--- config.mk ---
export PLATFORM = sky130hd
export DESIGN_NAME = multimode_ping_pong_counter
export DESIGN_NICKNAME = d
export VERILOG_FILES = /design/src/rtl/multimode_counter_pkg.sv /design/src/rtl/tick_prescaler.sv /design/src/rtl/multimode_ping_pong_counter.sv
export SDC_FILE = /design/constraint.sdc
export NUM_CORES = 1
export LEC_CHECK = 0
export ABC_AREA = 1
export CAP_MARGIN = 10
export CORE_MARGIN = 4
export CORE_UTILIZATION = 53
export CTS_BUF_LIST = sky130_fd_sc_hd__clkbuf_8 sky130_fd_sc_hd__clkbuf_16
export DETAILED_ROUTE_END_ITERATION = 10
export GPL_ROUTABILITY_DRIVEN = 0
export PLACE_DENSITY = 0.8
export SKIP_LAST_GASP = 1
export SYNTH_ARGS = -nofsm -noshare
export SYNTH_HDL_FRONTEND = slang
export SYNTH_SLANG_ARGS = --single-unit
--- constraint.sdc ---
create_clock -name clk -period 2.6 [get_ports clk]
set_input_delay 0.39 -clock clk [delete_from_list [all_inputs] [get_ports clk]]
set_output_delay 0.39 -clock clk [all_outputs]
set_load 0.03 [all_outputs]
--- src/rtl/multimode_counter_pkg.sv ---
// Shared constants for the multimode ping-pong counter.
// Mode encodings and direction values.
package multimode_counter_pkg;

  typedef enum logic [1:0] {
    MODE_PINGPONG  = 2'd0,
    MODE_WRAP_UP   = 2'd1,
    MODE_WRAP_DOWN = 2'd2,
    MODE_ONESHOT   = 2'd3
  } mode_e;

  localparam logic UP   = 1'b1;
  localparam logic DOWN = 1'b0;

endpackage

--- src/rtl/tick_prescaler.sv ---
// Free-running prescaler; strobes when all-ones and enabled.
// Synchronous clear restarts the advance period.
module tick_prescaler #(
  parameter int DIV_BITS = 27
) (
  input  logic clk,
  input  logic rst,
  input  logic clr,
  input  logic enable,
  output logic strobe
);

  logic [DIV_BITS-1:0] r_cnt;

  always_ff @(posedge clk or posedge rst) begin
    if (rst)
      r_cnt <= '0;
    else if (clr)
      r_cnt <= '0;
    else
      r_cnt <= r_cnt + 1'b1;
  end

  assign strobe = enable & (&r_cnt);

endmodule

--- src/rtl/multimode_ping_pong_counter.sv ---
// Bounded up/down counter with ping-pong, wrap and one-shot modes,
// advancing on prescaler strobes.
module multimode_ping_pong_counter
  import multimode_counter_pkg::*;
#(
  parameter int WIDTH    = 4,
  parameter int DIV_BITS = 27
) (
  input  logic             clk,
  input  logic             rst,
  input  logic             enable,
  input  logic             flip,
  input  logic             load,
  input  logic [WIDTH-1:0] load_val,
  input  logic [WIDTH-1:0] max,
  input  logic [WIDTH-1:0] min,
  input  logic [WIDTH-1:0] step,
  input  logic [1:0]       mode,
  output logic [WIDTH-1:0] count,
  output logic             direction,
  output logic             adv,
  output logic             bounce,
  output logic             done,
  output logic             range_err
);

  logic [WIDTH-1:0] r_cnt;
  logic             r_dir;
  logic             r_done;
  logic             r_bounce;
  logic             r_adv;
  logic             r_init;

  logic [WIDTH-1:0] w_cnt_nxt;
  logic             w_dir_nxt;
  logic             w_done_nxt;
  logic             w_bounce_nxt;
  logic             w_adv_nxt;

  logic             w_strobe;
  mode_e            w_mode;
  logic [WIDTH:0]   w_sum;
  logic [WIDTH:0]   w_lo;
  logic             w_over;
  logic             w_under;
  logic [WIDTH-1:0] w_up_sat;
  logic [WIDTH-1:0] w_dn_sat;
  logic             w_at_bnd;
  logic             w_d;
  logic             w_od;

  tick_prescaler #(
    .DIV_BITS(DIV_BITS)
  ) u_presc (
    .clk   (clk),
    .rst   (rst),
    .clr   (load),
    .enable(enable),
    .strobe(w_strobe)
  );

  assign w_mode = mode_e'(mode);

  assign range_err = (min >= max) | (r_cnt < min) | (r_cnt > max);

  // One extra bit so bound comparisons never see a wrapped value
  assign w_sum    = {1'b0, r_cnt} + {1'b0, step};
  assign w_lo     = {1'b0, min} + {1'b0, step};
  assign w_over   = w_sum > {1'b0, max};
  assign w_under  = {1'b0, r_cnt} < w_lo;
  assign w_up_sat = w_over ? max : w_sum[WIDTH-1:0];
  assign w_dn_sat = w_under ? min : r_cnt - step;

  // A flip landing on the bound in the travel direction is dropped
  assign w_at_bnd = (r_dir == UP && r_cnt == max) |
                    (r_dir == DOWN && r_cnt == min);
  assign w_d      = w_at_bnd ? r_dir : r_dir ^ flip;
  assign w_od     = r_dir ^ flip;

  always_comb begin
    w_cnt_nxt    = r_cnt;
    w_dir_nxt    = r_dir;
    w_done_nxt   = r_done;
    w_bounce_nxt = 1'b0;
    w_adv_nxt    = 1'b0;
    if (r_init) begin
      w_cnt_nxt = min;
    end else if (load) begin
      w_cnt_nxt  = load_val;
      w_dir_nxt  = UP;
      w_done_nxt = 1'b0;
    end else if (!range_err) begin
      unique case (w_mode)
        MODE_PINGPONG: begin
          if (w_strobe) begin
            w_adv_nxt = 1'b1;
            if (w_d == UP && r_cnt == max) begin
              w_dir_nxt    = DOWN;
              w_cnt_nxt    = w_dn_sat;
              w_bounce_nxt = 1'b1;
            end else if (w_d == DOWN && r_cnt == min) begin
              w_dir_nxt    = UP;
              w_cnt_nxt    = w_up_sat;
              w_bounce_nxt = 1'b1;
            end else begin
              w_dir_nxt = w_d;
              w_cnt_nxt = w_d ? w_up_sat : w_dn_sat;
            end
          end else begin
            w_dir_nxt = r_dir ^ flip;
          end
        end
        MODE_WRAP_UP: begin
          w_dir_nxt = UP;
          if (w_strobe) begin
            w_adv_nxt    = 1'b1;
            w_bounce_nxt = w_over;
            w_cnt_nxt    = w_over ? min : w_sum[WIDTH-1:0];
          end
        end
        MODE_WRAP_DOWN: begin
          w_dir_nxt = DOWN;
          if (w_strobe) begin
            w_adv_nxt    = 1'b1;
            w_bounce_nxt = w_under;
            w_cnt_nxt    = w_under ? max : r_cnt - step;
          end
        end
        MODE_ONESHOT: begin
          if (r_done) begin
            if (flip) begin
              w_done_nxt = 1'b0;
              w_dir_nxt  = ~r_dir;
            end
          end else begin
            w_dir_nxt = w_od;
            if (w_strobe) begin
              w_adv_nxt  = 1'b1;
              w_cnt_nxt  = w_od ? w_up_sat : w_dn_sat;
              w_done_nxt = w_od ? (w_up_sat == max) : (w_dn_sat == min);
            end
          end
        end
      endcase
    end
    if (w_mode != MODE_ONESHOT)
      w_done_nxt = 1'b0;
  end

  always_ff @(posedge clk or posedge rst) begin
    if (rst) begin
      r_cnt    <= '0;
      r_dir    <= UP;
      r_done   <= 1'b0;
      r_bounce <= 1'b0;
      r_adv    <= 1'b0;
      r_init   <= 1'b1;
    end else begin
      r_cnt    <= w_cnt_nxt;
      r_dir    <= w_dir_nxt;
      r_done   <= w_done_nxt;
      r_bounce <= w_bounce_nxt;
      r_adv    <= w_adv_nxt;
      r_init   <= 1'b0;
    end
  end

  assign count     = r_cnt;
  assign direction = r_dir;
  assign adv       = r_adv;
  assign bounce    = r_bounce;
  assign done      = r_done;

endmodule

# Word level (Yosys, flattened, before mapping)
# Index checks and enable logic that the tools add are counted.
# word_totals
out_inout_bits	9
regBits	36
in_bits	23
# classes
reduce_logical	11
add_sub_neg	4
magnitude_cmp	5
n_eq_ne	18
bitwise_logic	8
mux	51
# ops
op	n
$mux 4	16
$mux 1	30
$add 27x1->27 const B	1
$mux 27	1
$reduce_and 27->1	1
$eq 4x4->1	4
$ne 4x3->1 const B	4
$pmux 4 s4	1
$add 4x4->5	2
$ne 4x4->1 const B	2
$ne 3x2->1 const B	2
$reduce_and 3->1	2
$reduce_and 6->1	1
$gt 5x4->1	1
$lt 4x5->1	1
$eq 2x2->1 const B	2
$ge 4x4->1	1
$gt 4x4->1	1
$logic_and 1x1->1	4
$lt 4x4->1	1
$ne 2x2->1 const B	2
$pmux 1 s4	1
$sub 4x4->4	1
$not 1->1	3
other kinds (10)	12

# Logic depth before layout (Yosys ltp)
# Gate-level depths: netlist of run 1.
# logic_depth
ltp_word	13
depth_mapped	26
ltp_nobuf	25

# Modules after synthesis
# Synthesis of run 1 repeated with hierarchy kept, for this count alone.
# unflattened
hier_cells	559
hier_area_um2	3564.7
# by_module_without_submodules
module	area_per_inst_um2	cells_per_inst	n_inst
multimode_ping_pong_counter	2054.5	346	1
tick_prescaler	1510.2	213	1

# Worst setup path before layout of run 1
# No wires, ideal clock.
# synth_path
path_kind	reg-to-reg
startpoint	register r_cnt[0], in the netlist count[0]
endpoint	register r_cnt[0], in the netlist count[0]
period_less_slack_ps	3062
path_buffers	1
t_arrival_ps	2997
slack_ps	-462
setup_time_ps	65
required_ps	2535
path_stages_with_launch	24
path_cell_list	dfrtp_1 > ha_1 > inv_1 > fa_1 > or2_2 > nand2_1 > inv_1 > ha_1 > nand2_1 > inv_1 > nand2_1 > nand2_1 > nand2_1 > clkbuf_1 > a21oi_1 > nor2_1 > nor2_1 > nand2_1 > nand2_1 > nand2_1 > nand2_1 > nand2_1 > nand2_1 > nand2_1
# synth_between
elab_chain_len	13
word_cells_on_any_way	36
cone_classes	add/sub (2); order compare (4); eq/ne (3); mux (18); bitwise (4); reduce/logical (5)
# synth_lines
item	line	text
from (decl)	multimode_ping_pong_counter.sv:27	logic [WIDTH-1:0] r_cnt;
from (signal assigned)	multimode_ping_pong_counter.sv:159	r_cnt <= w_cnt_nxt;
parallel branches: the longest is 13 deep, another holds $add 4x4->5	--	
# Parallel ways; which one is timed is not known. The select of a mux whose other input is x is not followed.
# A chain may end at the register's enable or synchronous reset.

# Final worst setup path of run 1
# layout_path
startpoint	register r_cnt[0], in the netlist count[0]
endpoint	register r_done, in the netlist done
# layout_between
elab_chain_len	12
word_cells_on_any_way	22
cone_classes	add/sub (2); order compare (4); eq/ne (3); mux (10); bitwise (2); reduce/logical (1)
# layout_lines
item	line	text
$add 4x4->5	multimode_ping_pong_counter.sv:67	assign w_sum = {1'b0, r_cnt} + {1'b0, step};
$gt 5x4->1	multimode_ping_pong_counter.sv:69	assign w_over = w_sum > {1'b0, max};
$mux 4	multimode_ping_pong_counter.sv:71	assign w_up_sat = w_over ? max : w_sum[WIDTH-1:0];
$eq 4x4->1	multimode_ping_pong_counter.sv:140	w_done_nxt = w_od ? (w_up_sat == max) : (w_dn_sat == min);
$mux 1	multimode_ping_pong_counter.sv:140	
$mux 1	multimode_ping_pong_counter.sv:137	if (w_strobe) begin
$mux 1	multimode_ping_pong_counter.sv:130	if (r_done) begin
$mux 1	multimode_ping_pong_counter.sv:93	unique case (w_mode)
$mux 1	multimode_ping_pong_counter.sv:92	end else if (!range_err) begin
$mux 1	multimode_ping_pong_counter.sv:88	end else if (load) begin
$mux 1	multimode_ping_pong_counter.sv:86	if (r_init) begin
$mux 1	multimode_ping_pong_counter.sv:146	if (w_mode != MODE_ONESHOT)
to (signal assigned)	multimode_ping_pong_counter.sv:161	r_done <= w_done_nxt;
to (decl)	multimode_ping_pong_counter.sv:29	logic r_done;
# Several ways; a longest one is shown, not always the timed one. The select of a mux whose other input is x is not followed.

==> results of run 1 <==
==> routing by layer <==
layer | up-vias | GRT usage | wire (um)
met5 | - | 0 | 0
met4 | 0 | 0.0906 | 405
met3 | 38 | 0.0317 | 564
met2 | 149 | 0.464 | 5750
met1 | 1919 | 0.312 | 4370
li1 | 2004 | - | -
==> registers in the layout, summed over array words and instances, names as in the netlist <==
name           flops
bounce             1
direction          1
done               1
u_presc.r_cnt     27
adv                1
r_init             1
count              4
==> synthesized netlist by cell type, drive strengths merged (3+ instances only) <==
library cell	n
a21oi	42
clkbuf	7
nand4	18
nand3	46
inv	76
nand2	171
nor4	3
nor3	15
o21ai	17
dfrtp	34
xnor2	5
nor2	60
fa	3
ha	36
==> final timing paths <==
kind | startpoint | endpoint | slack [ns]
worst max register to register | count[0] | done | -0.31
max in group asynchronous | rst | direction | 1.76
worst max-delay path | count[0] | done | -0.31
worst min-delay path | rst | u_presc.r_cnt[15] | 0.50
worst min register to register | u_presc.r_cnt[0] | u_presc.r_cnt[0] | 0.53
min in group clk | u_presc.r_cnt[0] | u_presc.r_cnt[0] | 0.53
==> area by class of cell <==
cell class / count / share of cell area
inverters: 76 / 0.0581
well taps: 77 / 0.0194
flip-flops and latches: 36 / 0.183
clock inverters: 2 / 0.00152
clock buffers: 6 / 0.0167
multi-input cells: 430 / 0.543
repair buffers: 103 / 0.178
==> critical path: cells and delay by family, from the launching register on <==
| kind | cells | cell delay [ns] |
|---|---|---|
| and+or+nand+nor | 11 | 1.14 |
| adders and majority gates | 3 | 0.73 |
| DFF | 1 | 0.39 |
| buffers and inverters | 4 | 0.30 |
| AOI/OAI and AO/OA | 2 | 0.26 |
==> power groups by stage <==
stage,clock network (uW),logic [uW],registers [uW]
floorplan,0,851,670
global placement,0,1400,630
detailed placement,0,1440,630
CTS,408,1640,621
global route,420,2100,626
finish,393,1930,624
==> kinds of logic (layout without fill, tap and decap cells) <==
group           count (synthesis)  in the layout  share of synthesized area
other cells                     1              1                    0.00103
buf+inv                        85            187                     0.0922
xor+xnor                        5              5                     0.0121
simple gates                  317            317                      0.402
compound gates                 68             68                      0.103
fa+ha+maj                      39             39                      0.141
flops                          36             36                      0.249
==> repair_timing <==
action                     in CTS  in global routing
gates resized for setup        43                 40
setup buffers                   6                  9
setup endpoints to repair       7                  7
pin swaps                      20                 21
==> stage by stage <==
| stage | power [uW] | cells | TNS, ns |
|---|---|---|---|
| after floorplan | 1520 | 551 | -0.405 |
| after global placement | 2030 | 707 | -4.67 |
| after detailed placement | 2070 | 707 | -5.12 |
| after CTS | 2670 | 721 | -0.813 |
| after global routing | 3150 | 730 | -2.14 |
| final | 2950 | 730 | -1.22 |
==> impl_results.md, run 1 <==
* Post-synth net total at about 610
* Clk buf depth at 2
* Status: finished, violations left
* Pin count of the biggest net entering global routing at 37
* Die W at around 91 um
* Leakage at approximately 0.0025 uW
* Required @ worst endpoint at about 2.8 ns
* Routed wire length at 11.1 mm
* # hold bufs at CTS at 0
* I/O Buffers at 31
* Area occupied by multi-input gates at between 2000 and 3000 um^2
* Layout Skew at about 0.0027 ns
* Area Growth Syn to Fin at 36.7%
* RSZ-0062 raised after global routing: true
* Number of diodes at 0
* Clock sinks at 36
* Clock-pin transition on the worst setup and hold timing paths at about 0.070 ns
* Row count at 29
* Cell internal pwr at 1660 uW
* Via Count at approximately 4000
* CTS tree: yes
* Clk_lat worst skew at approximately 0.29 ns
* Area contributors post-synth: dfrtp_1 (23%), nand2_1 (18%), ha_1 (12%)
* CP endpoint kind: flip-flop
* Final Net Count at just over 700
* CP arrival at ~3.1 ns
* CTS buffer count at 5
* Initial Util at 0.558
* Cell area after synthesis at approximately 3600 um^2
* Syn_area_per_cell at approximately 6.6 um^2
* Net Sw Power at roughly 1300 uW
* Most frequent cells in the layout: nand2_1 (155), inv_1 (67), buf_4 (63)
* # setup viols final at 6
* Post-route cell area at 4950 um^2
* Cells on worst reg2reg path at 20
* Pre-Repair DR Iteration Count at 7
* # IOs at 32
* Leading area contributor after synthesis: dfrtp_1
* Max-Cap Viols at 0
* Share of cells above drive strength 1 at 0.262
* Initial antenna violation count at 0
* Yosys warns at 0
* Die H at 90.7 um
* Post-synth EDFFs at 0
* Hold Crit Class: in2async
* Pwr/cell area at roughly 600 nW/um^2
* Commonest non-fill, non-tap cell in the layout: nand2_1
* GRT Util Overall at 0.257
* Post-DP HPWL at about 8 mm
* Core ar. at about 6500 um^2
* Max incr delay on CP at about 0.39 ns
* DR iter-0 viols at 336
* Via/cell ratio at about 5.6
* Crit share post-route at 1.12
* Hold WS at roughly 0.5 ns
* Worst Slack Setup Final at -0.311 ns
* Yosys cell types at 38
* Max-slew violation count at 0
* Post-route DRC at 0
* Min Tclk post-route at around 2.9 ns
* Final hold vios at 0
* Routed Antenna Nets at 0
* Routed len/inst at 15.2 um
* Dpl cell area at roughly 4500 um^2
* Crit Path Class: reg2reg
* Grt ovf at 0
* Via count of the first global-routing pass at about 3900
* Combinational share of power at 0.655
* Die area at 8220 um^2
* Top cell type's share of synthesized area at 0.235
* Async SR Flop Fraction at 1.00
* Failing checks: setup timing
* CP Cell Sequence: ha_4, inv_2, fa_2, or2_4, nand2_4, inv_4, ha_4, nand2_2, inv_2, nand2_2, nand2_2, nand2_4, buf_6, nand4_1, nand2_1, nor2_2, nand3_2, a21oi_2, nand2_1, a21oi_2
* Synth Register Bits at 36
* Top FF cell, synth: dfrtp_1
* CP startpoint kind: flip-flop
* Seq pwr share at 0.212
* End-of-flow core utilization at 0.763
* Clock root buffer: clkbuf_8
* Storage cell area at about 900 um^2
* Sequential area share after synthesis at 0.249
* First-pass GRT wire length at 17.6 mm
* Number of H-tree levels at 2
* Most common cell on crit path: nand2_2
* VDD IR-drop max at between 0.4 and 0.5 mV
* F_max at approximately 340 MHz
* Switching fraction of total power at 0.437
* Fillers at about 480
* CP max-delay cell: dfrtp_2
* Pre-CTS WS at -0.862 ns
* Crit path max fanout at 8
* Clock network power share at 0.133
* Mapped Cells at about 550
(Power assumes the default switching activity.)
==> inputs of run 2 (changes only) <==
--- a/config.mk
+++ b/config.mk
@@ -12,7 +12,7 @@
 export CTS_BUF_LIST = sky130_fd_sc_hd__clkbuf_8 sky130_fd_sc_hd__clkbuf_16
 export DETAILED_ROUTE_END_ITERATION = 10
 export GPL_ROUTABILITY_DRIVEN = 0
-export PLACE_DENSITY = 0.8
+export PLACE_DENSITY = 0.89
 export SKIP_LAST_GASP = 1
 export SYNTH_ARGS = -nofsm -noshare
 export SYNTH_HDL_FRONTEND = slang
==> run 2 against run 1 <==
The run still ends with setup timing left. Combinational power is 6% lower. Non-clock buffer count is 3 lower. Wire length is 5.7% higher. Flip-flop and latch count stayed put. Via count is 4.5% higher.
==> impl_results.md, run 2 (same netlist as run 1, synthesis figures left out) <==
* Status: finished, violations left
* Failing checks: setup timing
* End-of-flow core utilization at 0.738 (-0.0247)
* Die area at 8220 um^2 (unchanged)
* Routed Antenna Nets at 0 (unchanged)
* Clock-pin transition on the worst setup and hold timing paths at 0.07 ns (about the same)
* Max-slew violation count at 0 (unchanged)
* Net Sw Power at 1280 uW (-0.60%)
* Crit Path Class: reg2reg
* Routed len/inst at 16.1 um (+6.0%)
* CP arrival at 3.11 ns (-0.02 ns)
* Worst Slack Setup Final at -0.322 ns (-0.0108 ns)
* Via count of the first global-routing pass at 4284 (+8.8%)
* Initial antenna violation count at 0 (unchanged)
* Required @ worst endpoint at 2.79 ns (-0.03 ns)
* Slew margin rel. at 0.625
* Via/cell ratio at 5.90 (+4.8%)
* CP startpoint kind: flip-flop
* Design Power at 2820 uW (-4.3%)
* Post-route DRC at 0 (unchanged)
* Hold Crit Class: in2async
* Die H at 90.7 um (unchanged)
* Die W at 90.7 um (unchanged)
* CP endpoint kind: flip-flop
* # hold bufs at CTS at 0 (unchanged)
* Clock root buffer: clkbuf_8
* Layout Skew at 0.0116 ns (+0.00892 ns)
* Slew @ Worst Pin at 0.562 ns
* VDD IR-drop max at 0.383 mV (-5.0%)
* Clock network power share at 0.132 (about the same)
* Min Tclk post-route at 2.92 ns (+0.0108 ns)
* Area Growth Syn to Fin at 32.3%
* Core ar. at 6490 um^2 (unchanged)
* Post-DP HPWL at 7.89 mm (-0.82%)
* Seq pwr share at 0.222 (+0.010)
* Clk buf depth at 2 (unchanged)
* Pwr/cell area at 589 nW/um^2 (-1.1%)
* Final Net Count at 712 (-0.28%)
* Final hold vios at 0 (unchanged)
* Row count at 29 (unchanged)
* First-pass GRT wire length at 18.8 mm (+6.8%)
* Max-Cap Viols at 0 (unchanged)
* Clk_lat worst skew at 0.29 ns (about the same)
* Combinational share of power at 0.646 (-0.009)
* # IOs at 32 (unchanged)
* Routed wire length at 11.7 mm (+5.7%)
* Leakage at 0.00241 uW (-2.4%)
* Share of cells above drive strength 1 at 0.221 (-0.0407)
* Reg-to-reg startpoint: count[0]
* CTS buffer count at 5 (unchanged)
* Number of diodes at 0 (unchanged)
* Biggest register: u_presc.r_cnt
* Critical path startpoint: count[0]
* Commonest non-fill, non-tap cell in the layout: nand2_1
* Cell internal pwr at 1540 uW (-7.1%)
* Clock sinks at 36 (unchanged)
* Most frequent cells in the layout: nand2_1 (161), inv_1 (71), buf_4 (67)
* Pre-Repair DR Iteration Count at 8 (+1)
* Initial Util at 0.558 (unchanged)
* Cells on worst reg2reg path at 23 (+15%)
* Crit share post-route at 1.12 (+0.00416)
* Grt ovf at 0 (unchanged)
* Number of H-tree levels at 2 (unchanged)
* # setup viols final at 7 (+1)
* RSZ-0062 raised after global routing: true
* CTS tree: yes
* Pin count of the biggest net entering global routing at 37 (unchanged)
* Max reg flops at 27 (unchanged)
* I/O Buffers at 31 (unchanged)
* Via Count at 4295 (+4.5%)
* Switching fraction of total power at 0.454 (+0.0168)
* DR iter-0 viols at 448 (+33%)
* F_max at 342 MHz (-0.37%)
* Crit path max fanout at 7 (-1)
* GRT Util Overall at 0.275 (+0.0175)
==> run 2: cell count changes in the layout (fill, tap and decap cells not counted), sizes merged <==
cell,delta
buf,-3
clkdlybuf4s50,+3
dlymetal6s2s,-3
clkbuf,-2
clkdlybuf4s15,+1
clkinv,+1
nand2,+1
==> run 2: cell type report <==
| cell class | count | area (um^2) |
|---|---|---|
| clock buffers | 5 | 68.8 |
| clock inverters | 3 | 12.5 |
| fillers | 459 | 1700 |
| inverters | 76 | 288 |
| multi-input cells | 431 | 2590 |
| flip-flops and latches | 36 | 907 |
| well taps | 77 | 96.3 |
| repair buffers | 100 | 833 |
==> run 2: stage by stage <==
step / instance area [um^2] / hold WS, ns / std cells / worst slack [ns] / TNS (ns)
global placement: 4390 / 0.500 / 697 / -0.763 / -4.85
global route: 4790 / 0.542 / 728 / -0.456 / -3.03
CTS: 4740 / 0.507 / 725 / -0.162 / -0.685
finish: 4790 / 0.500 / 728 / -0.322 / -1.67
floorplan: 3690 / 0.475 / 551 / -0.0905 / -0.405
detailed placement: 4390 / 0.508 / 697 / -0.912 / -5.75
==> run 2: metal layers <==
| layer | vias to the layer above | track usage | share of wire |
|---|---|---|---|
| met3 | 107 | 0.0458 | 0.076 |
| met5 | - | 0 | 0 |
| met4 | 0 | 0.167 | 0.067 |
| met1 | 1937 | 0.303 | 0.36 |
| li1 | 1994 | - | - |
| met2 | 257 | 0.489 | 0.49 |
==> run 2: repair_timing <==
action,4_1_cts,5_1_grt
resized for setup,42,10
setup endpoints to repair,7,8
cloned,1,0
pin swaps,23,7
setup buffers,19,3
endpoints found under the hold margin,0,0
==> run 2: final timing paths <==
check	to	slack (ns)
min in group clk	u_presc.r_cnt[0]	0.52
max in group asynchronous	direction	1.76
setup / recovery	count[2]	-0.32
setup reg to reg	count[2]	-0.32
hold reg to reg	u_presc.r_cnt[0]	0.52
hold / removal	count[3]	0.50
==> run 2: power groups by stage <==
stage          Combinational, uW  Clock (uW)  Sequential, uW
6_report                    1820         371             627
3_5_place_dp                1370           0             632
5_1_grt                     1960         411             626
2_1_floorplan                851           0             670
3_3_place_gp                1320           0             631
4_1_cts                     1640         383             624
==> run 2: worst max-delay path, cell delays in order, from the launching register on <==
cell	delay (ns)
dfrtp_2	0.42
ha_4	0.15
inv_2	0.04
fa_2	0.33
or2_4	0.25
nand2_4	0.08
inv_4	0.04
ha_4	0.27
nand2_2	0.05
inv_2	0.08
nand2_2	0.08
nand2_4	0.10
nand2_8	0.08
buf_6	0.13
a21oi_2	0.12
nor2_1	0.06
nor2_1	0.11
nand2_1	0.07
nand2_1	0.06
nand2_1	0.07
nand2_1	0.07
nand2_1	0.05
nand2_1	0.05
nand2_1	0.05
